===== config.mk =====
export PLATFORM = sky130hd
export DESIGN_NAME = datapath_seq_flat
export DESIGN_NICKNAME = d
export VERILOG_FILES = /design/src/rtl/datapath_seq_pkg.sv /design/src/rtl/datapath_seq_if.sv /design/src/rtl/datapath_seq_alu_shift.sv /design/src/rtl/datapath_seq.sv /design/src/flat_wrapper.sv
export SDC_FILE = /design/constraint.sdc
export NUM_CORES = 1
export LEC_CHECK = 0
export ABC_AREA = 1
export BUFFER_PORTS_ARGS = -buffer_cell sky130_fd_sc_hd__buf_4
export CAP_MARGIN = 10
export CORE_AREA = 4 4 170 172
export DETAILED_ROUTE_END_ITERATION = 6
export DIE_AREA = 0 0 174 176
export PLACE_DENSITY = 0.72
export SLEW_MARGIN = 15
export SYNTH_ARGS = -nofsm -noshare
export SYNTH_HDL_FRONTEND = slang
export SYNTH_HIERARCHICAL = 1
export SYNTH_SLANG_ARGS = --single-unit

===== constraint.sdc =====
create_clock -name clk -period 3 [get_ports clk]
set_input_delay 0.9 -clock clk [delete_from_list [all_inputs] [get_ports clk]]
set_output_delay 0.9 -clock clk [all_outputs]
set_load 0.01 [all_outputs]

===== src/rtl/datapath_seq_pkg.sv =====
// Shared types for the sequenced register-file / ALU datapath:
// command opcodes, shifter modes, sequencer states and status flags.
package datapath_seq_pkg;

  typedef enum logic [2:0] {
    OP_MOVI = 3'd0,
    OP_MOV  = 3'd1,
    OP_ADD  = 3'd2,
    OP_CMP  = 3'd3,
    OP_AND  = 3'd4,
    OP_MVN  = 3'd5
  } op_e;

  typedef enum logic [1:0] {
    SH_NONE = 2'd0,
    SH_LSL1 = 2'd1,
    SH_LSR1 = 2'd2,
    SH_ASR1 = 2'd3
  } shift_e;

  typedef enum logic [2:0] {
    S_IDLE = 3'd0,
    S_GETA = 3'd1,
    S_GETB = 3'd2,
    S_EXEC = 3'd3,
    S_WB   = 3'd4,
    S_WIMM = 3'd5
  } state_e;

  typedef struct packed {
    logic z;
    logic n;
    logic v;
  } flags_t;

  // Only arithmetic/logic results update status; moves leave it alone.
  function automatic logic op_sets_flags(op_e op);
    return op inside {OP_ADD, OP_CMP, OP_AND, OP_MVN};
  endfunction

endpackage


===== src/rtl/datapath_seq_if.sv =====
// Command handshake, result/status and debug read port of datapath_seq.
// The master side is the instruction decoder, the slave side the datapath.
interface datapath_seq_if #(
  parameter int DATA_W = 16,
  parameter int NREG   = 8
);
  import datapath_seq_pkg::*;

  localparam int RA_W = $clog2(NREG);

  logic              cmd_valid;
  logic              cmd_ready;
  op_e               cmd_op;
  logic [RA_W-1:0]   cmd_rd;
  logic [RA_W-1:0]   cmd_rn;
  logic [RA_W-1:0]   cmd_rm;
  shift_e            cmd_shift;
  logic [DATA_W-1:0] cmd_imm;
  logic              done;
  logic [DATA_W-1:0] datapath_out;
  logic              Z_out;
  logic              N_out;
  logic              V_out;
  logic [RA_W-1:0]   dbg_addr;
  logic [DATA_W-1:0] dbg_data;

  modport master (
    output cmd_valid, cmd_op, cmd_rd, cmd_rn, cmd_rm, cmd_shift, cmd_imm, dbg_addr,
    input  cmd_ready, done, datapath_out, Z_out, N_out, V_out, dbg_data
  );

  modport slave (
    input  cmd_valid, cmd_op, cmd_rd, cmd_rn, cmd_rm, cmd_shift, cmd_imm, dbg_addr,
    output cmd_ready, done, datapath_out, Z_out, N_out, V_out, dbg_data
  );

endinterface


===== src/rtl/datapath_seq_alu_shift.sv =====
// Combinational one-bit shifter on the B operand followed by the ALU.
// Produces the result and the Z/N/V flags for that result.
module dp_alu_shift
  import datapath_seq_pkg::*;
#(
  parameter int DATA_W = 16
) (
  input  logic [DATA_W-1:0] i_a,
  input  logic [DATA_W-1:0] i_b,
  input  op_e               i_op,
  input  shift_e            i_shift,
  output logic [DATA_W-1:0] o_result,
  output flags_t            o_flags
);

  logic [DATA_W-1:0] w_bs;
  logic [DATA_W-1:0] w_sum;
  logic [DATA_W-1:0] w_diff;
  logic              w_v;

  assign w_sum  = i_a + w_bs;
  assign w_diff = i_a - w_bs;

  // Shift B by one place; ASR keeps the sign bit, LSR fills with zero.
  always_comb begin
    w_bs = i_b;
    case (i_shift)
      SH_LSL1: w_bs = {i_b[DATA_W-2:0], 1'b0};
      SH_LSR1: w_bs = {1'b0, i_b[DATA_W-1:1]};
      SH_ASR1: w_bs = {i_b[DATA_W-1], i_b[DATA_W-1:1]};
      default: w_bs = i_b;
    endcase
  end

  // Select the operation result; overflow only exists for add and subtract.
  always_comb begin
    o_result = w_bs;
    w_v      = 1'b0;
    case (i_op)
      OP_ADD: begin
        o_result = w_sum;
        w_v = (i_a[DATA_W-1] == w_bs[DATA_W-1]) && (w_sum[DATA_W-1] != i_a[DATA_W-1]);
      end
      OP_CMP: begin
        o_result = w_diff;
        w_v = (i_a[DATA_W-1] != w_bs[DATA_W-1]) && (w_diff[DATA_W-1] != i_a[DATA_W-1]);
      end
      OP_AND:  o_result = i_a & w_bs;
      OP_MVN:  o_result = ~w_bs;
      default: o_result = w_bs;
    endcase
    o_flags = '{z: (o_result == '0), n: o_result[DATA_W-1], v: w_v};
  end

endmodule


===== src/rtl/datapath_seq.sv =====
// Register file plus A/B/C pipeline registers and status, driven by a
// micro-sequencer that runs one whole register-transfer instruction per
// accepted command.
module datapath_seq
  import datapath_seq_pkg::*;
#(
  parameter int DATA_W = 16,
  parameter int NREG   = 8
) (
  input logic           clk,
  input logic           reset,
  datapath_seq_if.slave bus
);

  localparam int RA_W = $clog2(NREG);

  state_e            r_state;
  state_e            w_state_next;
  op_e               r_op;
  logic [RA_W-1:0]   r_rd;
  logic [RA_W-1:0]   r_rn;
  logic [RA_W-1:0]   r_rm;
  shift_e            r_shift;
  logic [DATA_W-1:0] r_imm;
  logic [DATA_W-1:0] r_regs [NREG];
  logic [DATA_W-1:0] r_a;
  logic [DATA_W-1:0] r_b;
  logic [DATA_W-1:0] r_c;
  flags_t            r_flags;
  logic              r_done;
  logic [DATA_W-1:0] w_alu_result;
  flags_t            w_alu_flags;
  logic              w_accept;
  logic              w_wr_en;
  logic [DATA_W-1:0] w_wr_data;

  assign w_accept = bus.cmd_valid && (r_state == S_IDLE);

  dp_alu_shift #(.DATA_W(DATA_W)) u_alu (
    .i_a      (r_a),
    .i_b      (r_b),
    .i_op     (r_op),
    .i_shift  (r_shift),
    .o_result (w_alu_result),
    .o_flags  (w_alu_flags)
  );

  // Sequencer state register.
  always_ff @(posedge clk) begin
    if (reset) r_state <= S_IDLE;
    else       r_state <= w_state_next;
  end

  // Next state: the op picks the path out of IDLE; CMP skips write-back.
  always_comb begin
    w_state_next = r_state;
    case (r_state)
      S_IDLE: begin
        if (bus.cmd_valid) begin
          case (bus.cmd_op)
            OP_MOVI:                 w_state_next = S_WIMM;
            OP_MOV, OP_MVN:          w_state_next = S_GETB;
            OP_ADD, OP_AND, OP_CMP:  w_state_next = S_GETA;
            default:                 w_state_next = S_IDLE;
          endcase
        end
      end
      S_GETA:  w_state_next = S_GETB;
      S_GETB:  w_state_next = S_EXEC;
      S_EXEC:  w_state_next = (r_op == OP_CMP) ? S_IDLE : S_WB;
      S_WB:    w_state_next = S_IDLE;
      S_WIMM:  w_state_next = S_IDLE;
      default: w_state_next = S_IDLE;
    endcase
  end

  // Capture the whole command at the accept edge so the bus is free afterwards.
  always_ff @(posedge clk) begin
    if (reset) begin
      r_op    <= OP_MOVI;
      r_rd    <= '0;
      r_rn    <= '0;
      r_rm    <= '0;
      r_shift <= SH_NONE;
      r_imm   <= '0;
    end else if (w_accept) begin
      r_op    <= bus.cmd_op;
      r_rd    <= bus.cmd_rd;
      r_rn    <= bus.cmd_rn;
      r_rm    <= bus.cmd_rm;
      r_shift <= bus.cmd_shift;
      r_imm   <= bus.cmd_imm;
    end
  end

  // Operand, result and status registers loaded by the per-state actions.
  always_ff @(posedge clk) begin
    if (reset) begin
      r_a     <= '0;
      r_b     <= '0;
      r_c     <= '0;
      r_flags <= '0;
    end else begin
      case (r_state)
        S_GETA: r_a <= r_regs[r_rn];
        S_GETB: r_b <= r_regs[r_rm];
        S_EXEC: begin
          if (r_op != OP_CMP)       r_c     <= w_alu_result;
          if (op_sets_flags(r_op))  r_flags <= w_alu_flags;
        end
        S_WIMM: r_c <= r_imm;
        default: ;
      endcase
    end
  end

  // Completion pulse lines up with the first IDLE cycle after a command.
  always_ff @(posedge clk) begin
    if (reset) r_done <= 1'b0;
    else       r_done <= (r_state != S_IDLE) && (w_state_next == S_IDLE);
  end

  // Single write port: WB stores C, WIMM stores the immediate directly.
  always_comb begin
    w_wr_en   = (r_state == S_WB) || (r_state == S_WIMM);
    w_wr_data = (r_state == S_WIMM) ? r_imm : r_c;
  end

  // Register file; cleared on reset so no write survives an aborted command.
  always_ff @(posedge clk) begin
    if (reset) begin
      for (int i = 0; i < NREG; i++) r_regs[i] <= '0;
    end else if (w_wr_en) begin
      r_regs[r_rd] <= w_wr_data;
    end
  end

  assign bus.cmd_ready    = (r_state == S_IDLE);
  assign bus.done         = r_done;
  assign bus.datapath_out = r_c;
  assign bus.Z_out        = r_flags.z;
  assign bus.N_out        = r_flags.n;
  assign bus.V_out        = r_flags.v;
  assign bus.dbg_data     = r_regs[bus.dbg_addr];

endmodule


===== src/flat_wrapper.sv =====
// flat-port wrapper written by rule: the top's interface ports become plain ports
module datapath_seq_flat import datapath_seq_pkg::*;
#(
  parameter int DATA_W = 16,
  parameter int NREG   = 8
)
  (clk, reset, bus_cmd_valid, bus_cmd_op, bus_cmd_rd, bus_cmd_rn, bus_cmd_rm, bus_cmd_shift, bus_cmd_imm, bus_dbg_addr, bus_cmd_ready, bus_done, bus_datapath_out, bus_Z_out, bus_N_out, bus_V_out, bus_dbg_data);
  datapath_seq_if #(.DATA_W(DATA_W), .NREG(NREG)) bus_i ();
  input logic clk;
  input logic reset;
  input wire logic [$bits(bus_i.cmd_valid)-1:0] bus_cmd_valid;
  input wire logic [$bits(bus_i.cmd_op)-1:0] bus_cmd_op;
  input wire logic [$bits(bus_i.cmd_rd)-1:0] bus_cmd_rd;
  input wire logic [$bits(bus_i.cmd_rn)-1:0] bus_cmd_rn;
  input wire logic [$bits(bus_i.cmd_rm)-1:0] bus_cmd_rm;
  input wire logic [$bits(bus_i.cmd_shift)-1:0] bus_cmd_shift;
  input wire logic [$bits(bus_i.cmd_imm)-1:0] bus_cmd_imm;
  input wire logic [$bits(bus_i.dbg_addr)-1:0] bus_dbg_addr;
  output wire logic [$bits(bus_i.cmd_ready)-1:0] bus_cmd_ready;
  output wire logic [$bits(bus_i.done)-1:0] bus_done;
  output wire logic [$bits(bus_i.datapath_out)-1:0] bus_datapath_out;
  output wire logic [$bits(bus_i.Z_out)-1:0] bus_Z_out;
  output wire logic [$bits(bus_i.N_out)-1:0] bus_N_out;
  output wire logic [$bits(bus_i.V_out)-1:0] bus_V_out;
  output wire logic [$bits(bus_i.dbg_data)-1:0] bus_dbg_data;
  assign bus_i.cmd_valid = bus_cmd_valid;
  assign bus_i.cmd_op = bus_cmd_op;
  assign bus_i.cmd_rd = bus_cmd_rd;
  assign bus_i.cmd_rn = bus_cmd_rn;
  assign bus_i.cmd_rm = bus_cmd_rm;
  assign bus_i.cmd_shift = bus_cmd_shift;
  assign bus_i.cmd_imm = bus_cmd_imm;
  assign bus_i.dbg_addr = bus_dbg_addr;
  assign bus_cmd_ready = bus_i.cmd_ready;
  assign bus_done = bus_i.done;
  assign bus_datapath_out = bus_i.datapath_out;
  assign bus_Z_out = bus_i.Z_out;
  assign bus_N_out = bus_i.N_out;
  assign bus_V_out = bus_i.V_out;
  assign bus_dbg_data = bus_i.dbg_data;
  datapath_seq #(.DATA_W(DATA_W), .NREG(NREG)) u_core (.clk(clk), .reset(reset), .bus(bus_i));
endmodule

Yosys cells after proc, flatten, opt, wreduce, memory -nomap -nowiden
Memories as Yosys holds them, arrays and structs flattened. A register that Yosys moved wholly into a read port is not among the register bits. Index checks and enable logic that the tools add are counted.

Memory bits (writable): 128. Bits in registers: 53. Output and inout port bits: 37. Memories: 1.

Memory list: u_core.r_regs (words 8, bits a word 16, read ports 3, clocked after Yosys merged registers in 2, write ports 8, RTL line datapath_seq.sv:25) `logic [DATA_W-1:0] r_regs [NREG];`.

Multiplexer cells: 18. Bitwise logic cells: 2. Reductions and logical operators: 17. Eq/ne operators: 23. $add $sub $neg: 2.

Operator list (count): one-hot mux 16 bit (4 select lines) (1); 2-to-1 mux 16 bit (3); one-hot mux 16 bit (3 select lines) (1); one-hot mux 16 bit (2 select lines) (1); equality test 3 x 2 -> 1 bit (second input constant) (6); equality test 3 bit (second input constant) (6); adder 16 bit (1); bitwise AND 16 bit (1); zero test 16 bit (1); inverter 16 bit (1); OR reduction 16 bit (1); subtractor 16 bit (1); one-hot mux 3 bit (4 select lines) (1); zero test 3 bit (3); 2-to-1 mux 3 bit (3); one-hot mux 3 bit (3 select lines) (1); equality test 3 x 1 -> 1 bit (second input constant) (2); 2-to-1 mux 1 bit (6); equality test 2 bit (second input constant) (2); logical AND 1 bit (4); AND reduction 2 bit (2); nonzero test 4 bit (1); != test 1 bit (3); != test 3 x 2 -> 1 bit (second input constant) (1); other kinds (9) (9).

Logic depth before layout (Yosys ltp)
Gate-level depths: netlist of run 1.

Depth in word-level cells: 7. Mapped depth: 25. Depth with buffers taken out: 23.

By module
Netlist of run 1, hierarchy kept.

Modules (own cells, without submodules): datapath_seq (instances 1, area each 11932.7 um2, cells an instance 1684, sequential area each 5545.3 um2); dp_alu_shift (instances 1, area each 3034.2 um2, cells an instance 615, sequential area each 0.0 um2).

Worst setup path after synthesis of run 1
No wires, ideal clock.

Path type: in2out. Start: in bus_dbg_addr[1]. End: out bus_dbg_data[10]. Data required time: 2.100 ns. Path buffers: 2. Arrival time: 1.788 ns. Stages on the path: 7. Slack: 0.312 ns. Cells stage by stage: clkbuf_1 -> inv_1 -> clkbuf_1 -> a21oi_1 -> o21ai_0 -> nand2_1 -> o21a_1.

Cells in the longest elaborated chain, start to end: 1.

RTL lines: start: declaration (RTL line flat_wrapper.sv:18) `input wire logic [$bits(bus_i.dbg_addr)-1:0] bus_dbg_addr;`; memory read (8 x 16 bit); end: declaration (RTL line flat_wrapper.sv:25) `output wire logic [$bits(bus_i.dbg_data)-1:0] bus_dbg_data;`.

No other way between the ends.

Final worst setup path of run 1
Start: in bus_dbg_addr[1]. End: out bus_dbg_data[1].

Same word-level chain as after synthesis.

==> flow_summary.toml, run 1 <==
[place]
gp_congestion = 1.02
dpl_worst_slack_ns = -0.0619
dp_hpwl_microns = 37000
io_buffers = 72

[grt]
grt_usage = 0.335
antenna_found_initial = 1
grt_pass1_wl_microns = 81600
grt_max_degree = 65
gr-total-overflow = 0
first_global_vias = 14903

[sta]
hold_slack_ns = 0.467
final_max_slew_viol_count = 0
fmax_ghz = 0.339
fin_crit_sh = 0.985
layout_setup_ws_ns = 0.0464
slew_headroom = 0.433
fin_skew_ns = 0.0353
finalSetupViolations = 0
rsz0062_at_grt = "yes"
tns_ns = 0
max_slew.worst_pin.slew_ns = 0.845
period_minus_slack_ns = 2.95
hold_viol = 0

[worst_setup_path]
path_delay_family = "buffers and inverters"
path_common_cell = "buf_4"
critPathKind = "in2out"
worstPathRequired_ns = 2.10
cp_data_arrival_time_ns = 2.05
crit_fanout = 32
max_stage_delay_ns = 0.21
cp.buffers_inverters = 4
endpoint_kind = "output port"
crit_slowest_cell = "o21a_1"
crit_chain = "buf_4 -> inv_1 -> buf_12 -> a21oi_1 -> o21ai_0 -> nand3_1 -> o21a_1 -> buf_4"
startpoint_type = "input port"

[synthesis]
seq_area_frac_synth = 0.371
synth_top_family_by_area = "simple AND/OR/NAND/NOR gates"
synth_mux_area_frac = 0
synthAdderAreaFrac = 0.0319
ys_warn_count = 6
yosys.area_share.simple = 0.347
ys_seq_elements = 213
syn_nets = 2372
synth_top_area_share = 0.257
synth_xor_area_frac = 0.00176
synthCells = 2299
synth-compound-area-share = 0.110
yosys.area.top_type = "edfxtp_1"
yosys-top-cells-area = "edfxtp_1 (26%), nand2_1 (17%), nand3_1 (12%), dfxtp_1 (11%), inv_1 (9.7%)"
avgSynthCellArea_sq_um = 6.51
ys_types = 40
synth_area_sq_um = 15000

[clock_tree]
cts_sinks = 213
ctsHtreeMaxLevel = 1
cts_buffer_depth = 3
clk_root_buffer_cell = "clkbuf_16"
clk_latency_ns = 0.55
clkTransAtPathRegs_ns = 0.06
cts_inserted_buffers = 25
cts_tree = "done"

[cells_and_area]
final_util = 0.645
drive_gt1_frac = 0.150
area_delta_synth_final_pct = 18.4
diodes = 0
final_cell_mix = "nand2_1 (686), inv_1 (381), nand3_1 (350)"
nNetsFinal = 2486
final-seq-area_sq_um = 5560
nFillCells = 2465
final_common_cell = "nand2_1"
multiInputGateArea_sq_um = 7630

[floorplan]
io_pins = 73
die_w_microns = 174
dieHeight_microns = 176
floorplan.initialDensity = 0.545
dieArea_sq_um = 30600
rows = 61
coreArea_sq_um = 27500

[job]
max_cap_violations = 0

[hold_path]
hp-class = "reg2reg"

[power_and_ir_drop]
power_density_nw_per_um2 = 572
ir_worst_vdd_uv = 491
leakage_nw = 9.09

[detailed_routing]
wl_per_cell_microns = 19.5
first_iter_violations = 2417
post-route-drc-count = 0
ant_nets = 0
num_vias = 16129
first_pass_iters = 6
viasPerCell = 5.81
wl_microns = 54300

[run_status]
status = "finished clean"
[worst reg2reg max path, cell delays in order (launching register included)]
cell,delay [ns]
dfxtp_4,0.36
nor2_4,0.15
buf_6,0.15
buf_4,0.11
nand2_1,0.05
nand3_1,0.11
inv_1,0.09
ha_4,0.30
inv_1,0.06
a21oi_1,0.15
buf_4,0.16
o21bai_1,0.07
a21oi_1,0.15
buf_4,0.16
nand2_1,0.07
nand2_1,0.07
nand3_1,0.07
nand2_1,0.09
nand2_2,0.07
inv_1,0.13
nand3_1,0.11
a31oi_1,0.15
[what timing repair did]
item / CTS / global route
setup buffers: 0 / 10
setup endpoints to repair: 4 / 10
gates resized for setup: 11 / 80
pin swaps: 1 / 18
endpoints found under the hold margin: 0 / 0
hold buffers: 0 / 0
cloned: 0 / 2
[registers in the layout (all words and copies together), names as in the netlist]
signal and count:
u_core/bus.N_out 1, u_core/bus.V_out 1, u_core/bus.Z_out 1, u_core/bus.datapath_out 16, u_core/bus.done 1, u_core/r_a 16, u_core/r_b 16, u_core/r_imm 16
u_core/r_op 3, u_core/r_rd 3, u_core/r_regs 128, u_core/r_rm 3, u_core/r_rn 3, u_core/r_shift 2, u_core/r_state 3
[layout make-up]
cell class / instances / area share
Clock buffer: 33 / 0.0401
Inverter: 406 / 0.0861
Timing Repair Buffer: 212 / 0.100
Clock inverter: 13 / 0.00522
Tap cell: 346 / 0.0244
Multi-Input combinational cell: 1555 / 0.431
Sequential cell: 213 / 0.313
[synth_stat cells]
| cell type | number |
|---|---|
| a21oi_1 | 134 |
| a21oi_2 | 1 |
| a22oi_1 | 10 |
| a31oi_1 | 16 |
| and2_1 | 1 |
| and3_1 | 1 |
| buf_1 | 18 |
| buf_2 | 25 |
| buf_4 | 12 |
| buf_6 | 2 |
| clkbuf_1 | 67 |
| clkbuf_2 | 1 |
| clkinv_1 | 3 |
| dfxtp_1 | 85 |
| edfxtp_1 | 128 |
| fa_1 | 2 |
| ha_1 | 35 |
| inv_1 | 386 |
| inv_2 | 17 |
| nand2_1 | 697 |
| nand2_2 | 4 |
| nand3_1 | 353 |
| nand3_2 | 5 |
| nand3b_1 | 2 |
| nand4_1 | 23 |
| nor2_1 | 111 |
| nor2_2 | 2 |
| nor2_4 | 8 |
| nor3_1 | 2 |
| nor3_2 | 1 |
| o211ai_1 | 1 |
| o211ai_2 | 3 |
| o21a_1 | 16 |
| o21ai_0 | 96 |
| o21ai_1 | 18 |
| o21ai_2 | 1 |
| o21bai_1 | 6 |
| or2_0 | 1 |
| or2_2 | 2 |
| xor2_1 | 3 |
[kinds of logic after synthesis]
logic type,count (synthesis)
fa+ha+maj,37
simple gates,1213
flops,213
xor+xnor,3
buf+inv,531
compound gates,302
[report_power, final]
part	total [W]	switching (W)	internal, W
sequential	0.00339	0.000129	0.00326
combinational	0.00377	0.00235	0.00142
clock	0.00297	0.00128	0.00169
[metrics by stage]
stage,cells,cell area [sq um],total power (W)
after floorplan,2299,15000,0.00542
after global placement,2721,16500,0.00676
after detailed placement,2721,16500,0.00680
after CTS,2767,17400,0.00977
after global routing,2778,17700,0.0106
final,2778,17700,0.0101
[layer usage]
metal,up-vias,GRT usage,part of all wire
met3,227,0.0582,0.11
met4,2,0.152,0.052
met1,7364,0.436,0.39
met5,-,0,0.00020
met2,982,0.551,0.45
li1,7554,-,-
[final timing paths]
| kind | from | endpoint | slack, ns | cells past startpoint |
|---|---|---|---|---|
| max | bus_dbg_addr[1] | bus_dbg_data[1] | 0.05 | 8 |
| min | u_core/r_b[12]$_SDFFE_PP0N_ | u_core/r_b[12]$_SDFFE_PP0N_ | 0.47 | 2 |
| max reg2reg | u_core/r_shift[0]$_SDFFE_PP0P_ | u_core/bus.datapath_out[15]$_SDFFE_PP0P_ | 0.08 | 21 |
| min reg2reg | u_core/r_b[12]$_SDFFE_PP0N_ | u_core/r_b[12]$_SDFFE_PP0N_ | 0.47 | 2 |
No activity file was read; power rests on OpenSTA's default activity.
==> run 2: changes to the inputs <==
--- a/config.mk
+++ b/config.mk
@@ -11,6 +11,7 @@
 export CORE_AREA = 4 4 170 172
 export DETAILED_ROUTE_END_ITERATION = 6
 export DIE_AREA = 0 0 174 176
+export GPL_TIMING_DRIVEN = 0
 export PLACE_DENSITY = 0.72
 export SLEW_MARGIN = 15
 export SYNTH_ARGS = -nofsm -noshare
==> constraint.sdc (replaced) <==
create_clock -name clk -period 3 [get_ports clk]
set_input_delay 0.45 -clock clk [delete_from_list [all_inputs] [get_ports clk]]
set_output_delay 0.45 -clock clk [all_outputs]
set_load 0.01 [all_outputs]
==> run 2 against run 1 <==
Compared with the run above:
- the run now ends with setup timing left
- clock skew decreased by 0.018 ns
- clock-buffer cell count increased by 4
- maximum frequency decreased by 4.2%
- critical path depth increased by 11
- cell count increased by 1.3%
- register-to-register slack got worse by 0.16 ns
- combinational power increased by 8.5%
- total power increased by 0.93%
- highest routed layer unchanged
- routed wire length increased by 12%
- critical endpoint is now u_core/bus.Z_out$_SDFFE_PP0P_
- global-route usage increased by 4.5 points
- sequential power about the same
- sequential cell count unchanged
==> flow_summary.toml, run 2 (synthesized netlist as in run 1, its figures left out) <==
[run_status]
status = "complete, but fails checks"
violations = "setup timing"

[worst_setup_path]
r2r_slack_ns = -0.08
rr_endpoint = "u_core/bus.Z_out$_SDFFE_PP0P_"
crit_fanout = 6
crit_chain = "nor2_4 -> inv_2 -> o21ai_4 -> ha_2 -> fa_2 -> nand2_1 -> nand3_1 -> nand3_2 -> nand2_2 -> nand2_1 -> nand3_1 -> nand4_1 -> nor2_1 -> nand2_1 -> nor2_1 -> nand2_1 -> nor2_2 -> o21ai_1 -> nor2_1"
rr_worst_depth = 19
endpoint_kind = "flip-flop"
crit_slowest_cell = "dfxtp_4"
critPathKind = "reg2reg"
timing.rr.start = "u_core/r_shift[1]$_SDFFE_PP0P_"
cp_data_arrival_time_ns = 3.53
max_stage_delay_ns = 0.40
path_common_cell = "nand2_1"
worstPathRequired_ns = 3.45
startpoint_type = "flip-flop"

[hold_path]
min_to = "u_core/r_imm[3]$_SDFFE_PP0P_"
min-delay-start = "bus_cmd_imm[3]"
whs_path_depth = 3
hp-class = "in2reg"

[clock_tree]
clkTransAtPathRegs_ns = 0.06
cts_inserted_buffers = 24
cts_sinks = 213
cts_tree = "done"
cts_buffer_depth = 3
clk_root_buffer_cell = "clkbuf_16"
ctsHtreeMaxLevel = 1
clk_latency_ns = 0.53

[sta]
fin_crit_sh = 1.03
tns_ns = -0.0817
finalSetupViolations = 1
hold_viol = 0
fin_skew_ns = 0.0170
rsz0062_at_grt = "yes"
max_slew.worst_pin.slew_ns = 0.884
layout_setup_ws_ns = -0.0817
slew_headroom = 0.411
fmax_ghz = 0.324
period_minus_slack_ns = 3.08
final_max_slew_viol_count = 0
hold_slack_ns = 0.144

[place]
io_buffers = 70
gp_congestion = 1.05
dp_hpwl_microns = 45900
placed_cells = 2719
place_area_sq_um = 16000

[cells_and_area]
area_delta_synth_final_pct = 19.7
nNetsFinal = 2523
final_cell_mix = "nand2_1 (656), inv_1 (366), nand3_1 (335)"
nFillCells = 2495
final_common_cell = "nand2_1"
drive_gt1_frac = 0.158
instances_no_fill = 2814
regMostFlops = "u_core/r_regs"
largest_reg_flops = 128
diodes = 0
final_area_sq_um = 17900

[detailed_routing]
wl_met1_microns = 23900
wl_met3_microns = 7810
first_iter_violations = 2326
wl_per_cell_microns = 21.6
wl_met2_microns = 26200
first_pass_iters = 6
viasPerCell = 5.88
wl_microns = 60800
ant_nets = 0
post-route-drc-count = 0
num_vias = 16538
routed.top_layer = "met5"

[power_and_ir_drop]
power_density_nw_per_um2 = 571
seqPwrFrac = 0.332
power.share.clock = 0.268
internal-power_w = 0.00625
power.total_w = 0.0102
switching_share = 0.389
net-switching-power_w = 0.00398
leakage_nw = 8.95
pwr-share-comb = 0.400
ir_worst_vdd_uv = 474

[grt]
grt_pass1_wl_microns = 89600
first_global_vias = 15166
grt_max_degree = 17
gr-total-overflow = 0
antenna_found_initial = 1
grt_usage = 0.381

[floorplan]
dieHeight_microns = 176
die_w_microns = 174
dieArea_sq_um = 30600
coreArea_sq_um = 27500
floorplan.initialDensity = 0.545
rows = 61
io_pins = 73

[job]
max_cap_violations = 0
[run 2: cell count changes in the layout (fill, tap and decap cells not counted), moves of 18 or more]
cell | before | now
buf_1 | 0 | 18
buf_4 | 195 | 130
clkbuf_1 | 3 | 77
nand2_2 | 14 | 41
nand2_1 | 686 | 656
buf_2 | 1 | 19
[run 2: final cells by class]
type                       instances  area (sq um)  share of cell area
clock buffer                      37           681              0.0380
clock inverter                     7          52.6             0.00293
multi-input combinational       1555          8070               0.450
inverter                         406          1540              0.0857
sequential                       213          5550               0.310
tap                              346           433              0.0242
timing repair buffer             126           982              0.0548
buffer                           124           612              0.0342
[run 2: metal layers]
metal	track usage	vias to the layer above
li1	-	7641
met1	0.512	7581
met2	0.587	1102
met3	0.0974	212
met4	0.161	2
met5	0	-
[run 2: how the worst max path moves through the flow]
stage	cells after the start	slack (ns)	startpoint	end
floorplan	21	0.39	u_core/r_shift[1]$_SDFFE_PP0P_	u_core/bus.V_out$_SDFFE_PP0P_
global placement	20	-0.47	u_core/r_shift[1]$_SDFFE_PP0P_	u_core/bus.Z_out$_SDFFE_PP0P_
detailed placement	21	-0.52	u_core/r_shift[0]$_SDFFE_PP0P_	u_core/bus.Z_out$_SDFFE_PP0P_
CTS	20	0.002	u_core/r_shift[0]$_SDFFE_PP0P_	u_core/bus.Z_out$_SDFFE_PP0P_
global route	19	-0.19	u_core/r_shift[1]$_SDFFE_PP0P_	u_core/bus.Z_out$_SDFFE_PP0P_
finish	19	-0.08	u_core/r_shift[1]$_SDFFE_PP0P_	u_core/bus.Z_out$_SDFFE_PP0P_
[run 2: critical path, delay by kind of cell (launching register included)]
kind,cells,cell delay [ns]
AO/OA/AOI/OAI,2,0.29
AND/OR/NAND/NOR,14,1.65
buffers and inverters,1,0.09
adder cells (fa/ha/maj),2,0.58
flip-flops,1,0.40
[run 2: per-stage QoR]
step | util | setup slack [ns]
final | 0.652 | -0.0817
after global routing | 0.652 | -0.193
after CTS | 0.627 | 0.00189
after detailed placement | 0.583 | -0.518
after global placement | 0.580 | -0.466
after floorplan | - | 0.394
[run 2: timing repair]
item,in CTS,in global routing
endpoints found under the setup margin,13,10
gates resized for setup,98,111
hold buffers,0,0
gates cloned,2,1
pin swaps,16,53
setup buffers,17,32
[run 2: power by group through the flow]
stage	registers [W]	logic (W)	clock network, W
floorplan	0.00340	0.00202	0
global placement	0.00343	0.00302	0
detailed placement	0.00344	0.00306	0
CTS	0.00338	0.00344	0.00277
global route	0.00341	0.00436	0.00289
finish	0.00339	0.00409	0.00274
